`config.mk`:
```
export PLATFORM = sky130hd
export DESIGN_NAME = vga_timing_gen
export DESIGN_NICKNAME = d
export VERILOG_FILES = /design/src/rtl/vga_timing_pkg.sv /design/src/rtl/vga_timing_gen_delay_line.sv /design/src/rtl/vga_timing_gen.sv
export SDC_FILE = /design/constraint.sdc
export NUM_CORES = 1
export LEC_CHECK = 0
export CAP_MARGIN = 20
export CORE_ASPECT_RATIO = 0.7
export CORE_MARGIN = 3
export CORE_UTILIZATION = 54
export CTS_CLUSTER_SIZE = 20
export DETAILED_ROUTE_END_ITERATION = 12
export PLACE_DENSITY = 0.83
export SETUP_SLACK_MARGIN = 0.05
export SLEW_MARGIN = 15
export SYNTH_ARGS = -nofsm -noshare
export SYNTH_HDL_FRONTEND = slang
export SYNTH_HIERARCHICAL = 1
export SYNTH_SLANG_ARGS = --single-unit
```
`constraint.sdc`:
```
create_clock -name clk_in -period 4.4 [get_ports clk_in]
set_input_delay 0.44 -clock clk_in [delete_from_list [all_inputs] [get_ports clk_in]]
set_output_delay 0.44 -clock clk_in [all_outputs]
set_load 0.01 [all_outputs]
```
`src/rtl/vga_timing_pkg.sv`:
```
// vga_timing_pkg
// Shared constants and helpers for the VGA raster timing generator.
// - Default 640x480@60 Hz timing values (pixels / lines), with the line and
//   frame totals and the derived sync start/end positions.
// - Coordinate width (10 bits covers 0..799 and 0..524).
// - vga_ctrl_t: the {hsync, vsync, blank_n} bundle driven to the DAC, its
//   reset value, and a decode helper that works from parameterised bounds.
package vga_timing_pkg;

    localparam int COORD_W = 10;
    // Pixel divider width; CLK_DIV is limited to 1..8 so 3 bits hold 0..7.
    localparam int DIV_W   = 3;

    localparam int VGA_H_ACTIVE = 640;
    localparam int VGA_H_FP     = 16;
    localparam int VGA_H_SYNC   = 96;
    localparam int VGA_H_BP     = 48;
    localparam int VGA_H_TOTAL  = VGA_H_ACTIVE + VGA_H_FP + VGA_H_SYNC + VGA_H_BP;

    localparam int VGA_V_ACTIVE = 480;
    localparam int VGA_V_FP     = 10;
    localparam int VGA_V_SYNC   = 2;
    localparam int VGA_V_BP     = 33;
    localparam int VGA_V_TOTAL  = VGA_V_ACTIVE + VGA_V_FP + VGA_V_SYNC + VGA_V_BP;

    localparam int VGA_H_SYNC_START = VGA_H_ACTIVE + VGA_H_FP;
    localparam int VGA_H_SYNC_END   = VGA_H_SYNC_START + VGA_H_SYNC - 1;
    localparam int VGA_V_SYNC_START = VGA_V_ACTIVE + VGA_V_FP;
    localparam int VGA_V_SYNC_END   = VGA_V_SYNC_START + VGA_V_SYNC - 1;

    typedef struct packed {
        logic hsync;    // active low
        logic vsync;    // active low
        logic blank_n;  // high inside the visible area
    } vga_ctrl_t;

    localparam vga_ctrl_t CTRL_RESET = '{hsync: 1'b1, vsync: 1'b1, blank_n: 1'b0};

    // Decode sync/blank from the raw counters. Sync windows are inclusive.
    function automatic vga_ctrl_t decode_ctrl(
        input logic [COORD_W-1:0] h,
        input logic [COORD_W-1:0] v,
        input logic [COORD_W-1:0] h_active,
        input logic [COORD_W-1:0] h_sync_start,
        input logic [COORD_W-1:0] h_sync_end,
        input logic [COORD_W-1:0] v_active,
        input logic [COORD_W-1:0] v_sync_start,
        input logic [COORD_W-1:0] v_sync_end
    );
        vga_ctrl_t c;
        c.hsync   = !((h >= h_sync_start) && (h <= h_sync_end));
        c.vsync   = !((v >= v_sync_start) && (v <= v_sync_end));
        c.blank_n = (h < h_active) && (v < v_active);
        return c;
    endfunction

endpackage

```
`src/rtl/vga_timing_gen_delay_line.sv`:
```
// vga_delay_line
// Enable-gated shift register used to hold sync/blank back so they line up
// with pixel data that has passed through mapping and frame-memory reads.
// Ports:
//   clk_in  - clock
//   rst_n   - asynchronous active-low reset; every stage loads rst_val
//   en      - advance one stage (pixel tick)
//   rst_val - per-bit reset value
//   din     - input bundle
//   dout    - output of the last stage (registered)
module vga_delay_line #(
    parameter int DEPTH = 2,
    parameter int WIDTH = 3
) (
    input  logic             clk_in,
    input  logic             rst_n,
    input  logic             en,
    input  logic [WIDTH-1:0] rst_val,
    input  logic [WIDTH-1:0] din,
    output logic [WIDTH-1:0] dout
);

    logic [WIDTH-1:0] stage_q [DEPTH];
    logic [WIDTH-1:0] stage_d [DEPTH];

    always_comb begin
        for (int i = 0; i < DEPTH; i++) begin
            stage_d[i] = stage_q[i];
        end
        if (en) begin
            stage_d[0] = din;
            for (int i = 1; i < DEPTH; i++) begin
                stage_d[i] = stage_q[i-1];
            end
        end
    end

    always_ff @(posedge clk_in or negedge rst_n) begin
        if (!rst_n) begin
            for (int i = 0; i < DEPTH; i++) begin
                stage_q[i] <= rst_val;
            end
        end else begin
            for (int i = 0; i < DEPTH; i++) begin
                stage_q[i] <= stage_d[i];
            end
        end
    end

    assign dout = stage_q[DEPTH-1];

endmodule

```
`src/rtl/vga_timing_gen.sv`:
```
// vga_timing_gen
// 640x480@60 Hz VGA raster timing from a single system clock.
// Optional feature macro: VGA_SYNC_DELAY_EN -- when defined, hsync/vsync/
// blank_n pass through a SYNC_DELAY-stage delay line advancing on the pixel
// tick; when undefined they are decoded from the counters and registered once.
// Ports:
//   clk_in      - system clock
//   rst_n       - asynchronous active-low reset
//   pix_tick    - one-cycle pixel strobe (held high when CLK_DIV = 1)
//   next_x      - horizontal counter, 0..H_TOTAL-1, unclipped
//   next_y      - vertical counter, 0..V_TOTAL-1, unclipped
//   hsync       - active-low horizontal sync
//   vsync       - active-low vertical sync
//   blank_n     - high inside the active area
//   frame_start - one-cycle pulse in the cycle the counters become (0,0)
module vga_timing_gen
    import vga_timing_pkg::*;
#(
    parameter int H_ACTIVE   = VGA_H_ACTIVE,
    parameter int H_FP       = VGA_H_FP,
    parameter int H_SYNC     = VGA_H_SYNC,
    parameter int H_BP       = VGA_H_BP,
    parameter int V_ACTIVE   = VGA_V_ACTIVE,
    parameter int V_FP       = VGA_V_FP,
    parameter int V_SYNC     = VGA_V_SYNC,
    parameter int V_BP       = VGA_V_BP,
    parameter int CLK_DIV    = 2,
    parameter int SYNC_DELAY = 2
) (
    input  logic               clk_in,
    input  logic               rst_n,
    output logic               pix_tick,
    output logic [COORD_W-1:0] next_x,
    output logic [COORD_W-1:0] next_y,
    output logic               hsync,
    output logic               vsync,
    output logic               blank_n,
    output logic               frame_start
);

    localparam int H_TOTAL_L = H_ACTIVE + H_FP + H_SYNC + H_BP;
    localparam int V_TOTAL_L = V_ACTIVE + V_FP + V_SYNC + V_BP;

    localparam logic [COORD_W-1:0] H_LAST   = COORD_W'(H_TOTAL_L - 1);
    localparam logic [COORD_W-1:0] V_LAST   = COORD_W'(V_TOTAL_L - 1);
    localparam logic [COORD_W-1:0] H_ACT_C  = COORD_W'(H_ACTIVE);
    localparam logic [COORD_W-1:0] V_ACT_C  = COORD_W'(V_ACTIVE);
    localparam logic [COORD_W-1:0] H_SS_C   = COORD_W'(H_ACTIVE + H_FP);
    localparam logic [COORD_W-1:0] H_SE_C   = COORD_W'(H_ACTIVE + H_FP + H_SYNC - 1);
    localparam logic [COORD_W-1:0] V_SS_C   = COORD_W'(V_ACTIVE + V_FP);
    localparam logic [COORD_W-1:0] V_SE_C   = COORD_W'(V_ACTIVE + V_FP + V_SYNC - 1);
    localparam logic [DIV_W-1:0]   DIV_LAST = DIV_W'(CLK_DIV - 1);

    logic [DIV_W-1:0]   div_q, div_d;
    logic [COORD_W-1:0] h_cnt_q, h_cnt_d;
    logic [COORD_W-1:0] v_cnt_q, v_cnt_d;
    logic               pix_tick_q, pix_tick_d;
    logic               frame_start_q, frame_start_d;
    logic               tick;
    logic               h_wrap;
    logic               v_wrap;
    vga_ctrl_t          ctrl_now;
    vga_ctrl_t          ctrl_q;

    // The internal tick is the cycle the divider sits at its last value; the
    // counters step on the same edge that raises the registered pix_tick, so
    // next_x/next_y and pix_tick always change together.
    always_comb begin
        tick          = (div_q == DIV_LAST);
        h_wrap        = (h_cnt_q == H_LAST);
        v_wrap        = (v_cnt_q == V_LAST);
        div_d         = tick ? '0 : div_q + 1'b1;
        h_cnt_d       = h_cnt_q;
        v_cnt_d       = v_cnt_q;
        if (tick) begin
            h_cnt_d = h_wrap ? '0 : h_cnt_q + 1'b1;
            if (h_wrap) begin
                v_cnt_d = v_wrap ? '0 : v_cnt_q + 1'b1;
            end
        end
        pix_tick_d    = tick;
        // Only a real wrap produces the pulse; reset release leaves (0,0)
        // in place without one.
        frame_start_d = tick && h_wrap && v_wrap;
        ctrl_now      = decode_ctrl(h_cnt_q, v_cnt_q, H_ACT_C, H_SS_C, H_SE_C,
                                    V_ACT_C, V_SS_C, V_SE_C);
    end

    always_ff @(posedge clk_in or negedge rst_n) begin
        if (!rst_n) begin
            div_q         <= '0;
            h_cnt_q       <= '0;
            v_cnt_q       <= '0;
            pix_tick_q    <= 1'b0;
            frame_start_q <= 1'b0;
        end else begin
            div_q         <= div_d;
            h_cnt_q       <= h_cnt_d;
            v_cnt_q       <= v_cnt_d;
            pix_tick_q    <= pix_tick_d;
            frame_start_q <= frame_start_d;
        end
    end

`ifdef VGA_SYNC_DELAY_EN
    // Stage 0 captures the decode of the counter value in place before the
    // tick, so the output reflects the counters SYNC_DELAY ticks earlier.
    logic [2:0] ctrl_dly;

    vga_delay_line #(
        .DEPTH (SYNC_DELAY),
        .WIDTH (3)
    ) u_sync_delay (
        .clk_in  (clk_in),
        .rst_n   (rst_n),
        .en      (tick),
        .rst_val (CTRL_RESET),
        .din     (ctrl_now),
        .dout    (ctrl_dly)
    );

    assign ctrl_q = vga_ctrl_t'(ctrl_dly);
`else
    vga_ctrl_t ctrl_d;

    always_comb begin
        ctrl_d = ctrl_now;
    end

    always_ff @(posedge clk_in or negedge rst_n) begin
        if (!rst_n) begin
            ctrl_q <= CTRL_RESET;
        end else begin
            ctrl_q <= ctrl_d;
        end
    end
`endif

    assign pix_tick    = pix_tick_q;
    assign next_x      = h_cnt_q;
    assign next_y      = v_cnt_q;
    assign hsync       = ctrl_q.hsync;
    assign vsync       = ctrl_q.vsync;
    assign blank_n     = ctrl_q.blank_n;
    assign frame_start = frame_start_q;

endmodule

```
Word level (Yosys, flattened, before mapping)
Index checks and enable logic that the tools add are counted.
- $add $sub $neg: 3
- order comparisons: 6
- equality and inequality tests: 3
- mux-type cells: 3
- reductions and logical operators: 8
- operator list (cell ; count):
    $add 10x1->10 const B ; 2
    $eq 10x10->1 const B ; 2
    $mux 10 ; 2
    $ge 10x10->1 const B ; 1
    $ge 10x9->1 const B ; 1
    $le 10x10->1 const B ; 1
    $le 10x9->1 const B ; 1
    $lt 10x10->1 const B ; 1
    $lt 10x9->1 const B ; 1
    $logic_and 1x1->1 ; 5
    $add 3x1->3 const B ; 1
    $eq 3x1->1 const B ; 1
    $mux 3 ; 1
    $logic_not 1->1 ; 2
    $reduce_and 2->1 ; 1
- bits in registers: 28
- input bits: 2
- output and inout port bits: 25
- word-level logic and storage cells: 31

Longest topological paths before layout
- word-level depth: 3
- gate-level depth with buffers: 6
- mapped depth without buffers: 6

Least setup slack after synthesis
No wires, ideal clock.
- kind: register -> register
- from: register div_q[1]
- to: register v_cnt_q[9], in the netlist next_y[9]
- library setup time: 0.082 ns
- data arrival time: 1.612 ns
- data required time: 4.318 ns
- setup slack: 2.706 ns
- stages on the path, launching flop included: 7
- buffers on the path: 2
- period minus slack after synthesis: 1.694 ns
- cells stage by stage: dfrtp_1 -> or3b_1 -> buf_6 -> nor4_4 -> buf_6 -> a31oi_1 -> a31oi_1
- longest elaborated chain between the ends: 2
- RTL lines (element ; RTL line ; source):
    start: declaration ; vga_timing_gen.sv:54 ; logic [DIV_W-1:0] div_q, div_d;
    start signal: assignment ; vga_timing_gen.sv:97 ; div_q <= div_d;
    $eq 3x1->1 ; vga_timing_gen.sv:69 ; tick = (div_q == DIV_LAST);
    $reduce_and 2->1 (no source line) ; - ;
    end signal: assignment ; vga_timing_gen.sv:99 ; v_cnt_q <= v_cnt_d;
    end: declaration ; vga_timing_gen.sv:56 ; logic [COORD_W-1:0] v_cnt_q, v_cnt_d;
No other way between the ends.
A chain may end at the register's enable or synchronous reset.

Worst setup path after layout
- from: register div_q[1]
- to: register v_cnt_q[3], in the netlist next_y[3]
Same word-level chain as after synthesis.

==> summary.md <==
| Metric | Value |
|---|---|
| Drt first-iter violations | 72 |
| Via/cell ratio | 5.94 |
| HPWL after DPL | 2060 um |
| CP arrival | 2.47 ns |
| TritonCTS clock tree | built |
| Slew Viols, Final | 0 |
| Largest net degree at the start of global routing | 29 |
| Post-synth ARST share | 100% |
| Maximum level of the CTS H-tree | 1 |
| F_max | 0.448 GHz |
| Worst slew pin tran | 0.702 ns |
| Placed Cells | 187 |
| Seq/Total Area, Yosys | 51.1% |
| Clock skew | 0.0157 ns |
| Initial Util | 60.4% |
| Port bufs | 26 |
| Die Span Y | 48.2 um |
| Status | completed |
| Register bit total from synthesis | 28 |
| Final Cell Area | 1710 um2 |
| Cell variety after synth | 33 |
| Top_reg_cell synth | dfrtp_1 |
| First-pass DRT Iterations | 4 |
| Synth warn | 6 |
| Via count | 1135 |
| Worst-path clk slew | 0.15 ns |
| GRT overflow | 0 |
| First-pass GRT wire length | 4510 um |
| Setup TNS | 0 ns |
| Ports | 27 |
| Count of clock tree sinks | 28 |
| Std cell rows | 14 |
| Wirelength, routed | 2850 um |
| Most crowded layer after global routing | met2 |
| Fin cells | 191 |
| Fin crit period | 2.23 ns |
| Endpoint type of the worst setup path | flip-flop |
| Cell Pwr Density | 252 nW/um2 |
| Setup crit start kind | flip-flop |
| Relative slew slack | 52.8% |
| Worst-path maximum fanout | 14 |
| Post-CTS Hold Fix Bufs | 0 |
| Layout Nets | 167 |
| Die Wd | 66.3 um |
| Share of cells above drive strength 1 | 8.18% |
| Unrepaired setup endpoints after global routing | false |
| Clock Path Buffers | 2 |
| VDD IR max | 213 uV |
| Vias in the first global route | 950 |
| Post-synth EDFFs | 0 |
| Layout Area Growth over Synthesis | 24.0% |
| Fin crit share | 50.7% |
| Mean area per synthesized cell | 10.5 um2 |
| Total GRT Usage | 19.7% |
| Synth Instances | 131 |
| Hold Path Class | in -> async |
| Synth Net Count | 138 |
| Grt met2 use | 29.2% |
| Antenna violations before repair | 0 |
| DR WL/cell | 14.9 um |
| Core ar. | 2280 um2 |
| ANT nets after route | 0 |
| Hold Fails Final Rpt | 0 |
| Num CTS Buffers | 3 |
| Final setup viols | 0 |
| Max-cap violations | 0 |
| Critical path type | reg -> reg |
| Synthesized area | 1380 um2 |
| Met3 usage | 5.07% |
| CTS resizes | 0 |
| Most frequent cells in the layout | 26 x dfrtp_1, 26 x clkdlybuf4s50_1, 15 x nand2_1, 8 x xnor2_1 |
| Post-CTS Setup Bufs | 0 |
| Pleak | 0.714 nW |
| N_diodes | 0 |
| Routability congestion estimate | 0.838 |
| GRT met1 Usage | 27.5% |
| Clk root buf | clkbuf_4 |
| Clock latency on the worst-skew pair | 0.34 ns |
| DRC Markers | 0 |
| DIE AREA | 3200 um2 |
| Worst endpoint required time | 4.64 ns |
| Area post-placement | 1650 um2 |
| R2R cell count | 4 |
==> critical path: stages, from the launching register on <==
cell and delay (ns):
dfrtp_1 0.43, or3b_1 0.53, nor4_4 0.71, nand2_1 0.21, o31ai_1 0.26
==> metal layers <==
| metal | vias up | part of all wire (%) |
|---|---|---|
| met5 | - | 0 |
| met4 | 0 | 1.5 |
| met3 | 4 | 5.6 |
| met2 | 42 | 48 |
| met1 | 556 | 44 |
| li1 | 533 | - |
==> stage by stage <==
stage / power, mW / setup slack [ns] / utilization [%] / hold slack (ns)
floorplan: 0.262 / 2.71 / - / 0.144
global placement: 0.269 / 2.32 / 72.6 / 0.463
detailed placement: 0.269 / 2.22 / 72.6 / 0.484
CTS: 0.435 / 2.15 / 74.9 / 0.469
global route: 0.447 / 1.96 / 74.9 / 0.457
finish: 0.431 / 2.17 / 74.9 / 0.460
==> cell type report <==
type / instances / area [um2]
clock buffers: 3 / 22.5
clock inverters: 1 / 30.0
fillers: 149 / 571
inverters: 6 / 22.5
multi-input cells: 94 / 621
flip-flops and latches: 28 / 703
well taps: 32 / 40.0
repair buffers: 27 / 268
==> cells by family (layout without fill, tap and decap cells) <==
kind of cell	after synthesis	after routing	share of synthesized area [%]
flops	28	28	51.1
mux	2	2	1.45
fa+ha+maj	5	5	4.55
simple gates	54	54	23.1
compound gates	24	24	10.3
buf+inv	9	37	3.82
xor+xnor	9	9	5.73
==> final timing paths <==
| path | end | startpoint | slack, ns |
|---|---|---|---|
| worst min register to register | div_q[0] | div_q[0] | 0.50 |
| worst min-delay path | next_x[6] | rst_n | 0.46 |
| worst max-delay path | next_y[3] | div_q[1] | 2.17 |
| min in group clk_in | div_q[0] | div_q[0] | 0.50 |
| max in group asynchronous | vsync | rst_n | 3.64 |
| worst max register to register | next_y[3] | div_q[1] | 2.17 |
==> cells in the mapped netlist (all sizes together), types with 3 or more instances <==
library cell  number  area (um2)
a21oi              7        35.0
a31oi              3        18.8
and2               3        22.5
and3               5        31.3
buf                3        30.0
dfrtp             26         651
ha                 5        62.6
inv                5        18.8
nand2             15        56.3
nand3              7        35.0
nand4              7        43.8
nor3               5        25.0
o21ai              7        35.0
o31ai              4        30.0
xnor2              8        70.1
==> power by group <==
| group | leakage [nW] | switching [mW] | total (mW) | internal, mW |
|---|---|---|---|---|
| Clock | 0.0279 | 0.0746 | 0.167 | 0.0923 |
| Sequential | 0.365 | 0 | 0.257 | 0.257 |
| Combinational | 0.321 | 0.00479 | 0.00615 | 0.00136 |
| Total | 0.714 | 0.0794 | 0.431 | 0.351 |
==> sequential cells by signal, indices dropped and copies added, names as in the netlist <==
name,cells
next_x,10
vsync,1
frame_start,1
pix_tick,1
next_y,10
hsync,1
blank_n,1
div_q,3
(Power assumes the default switching activity.)
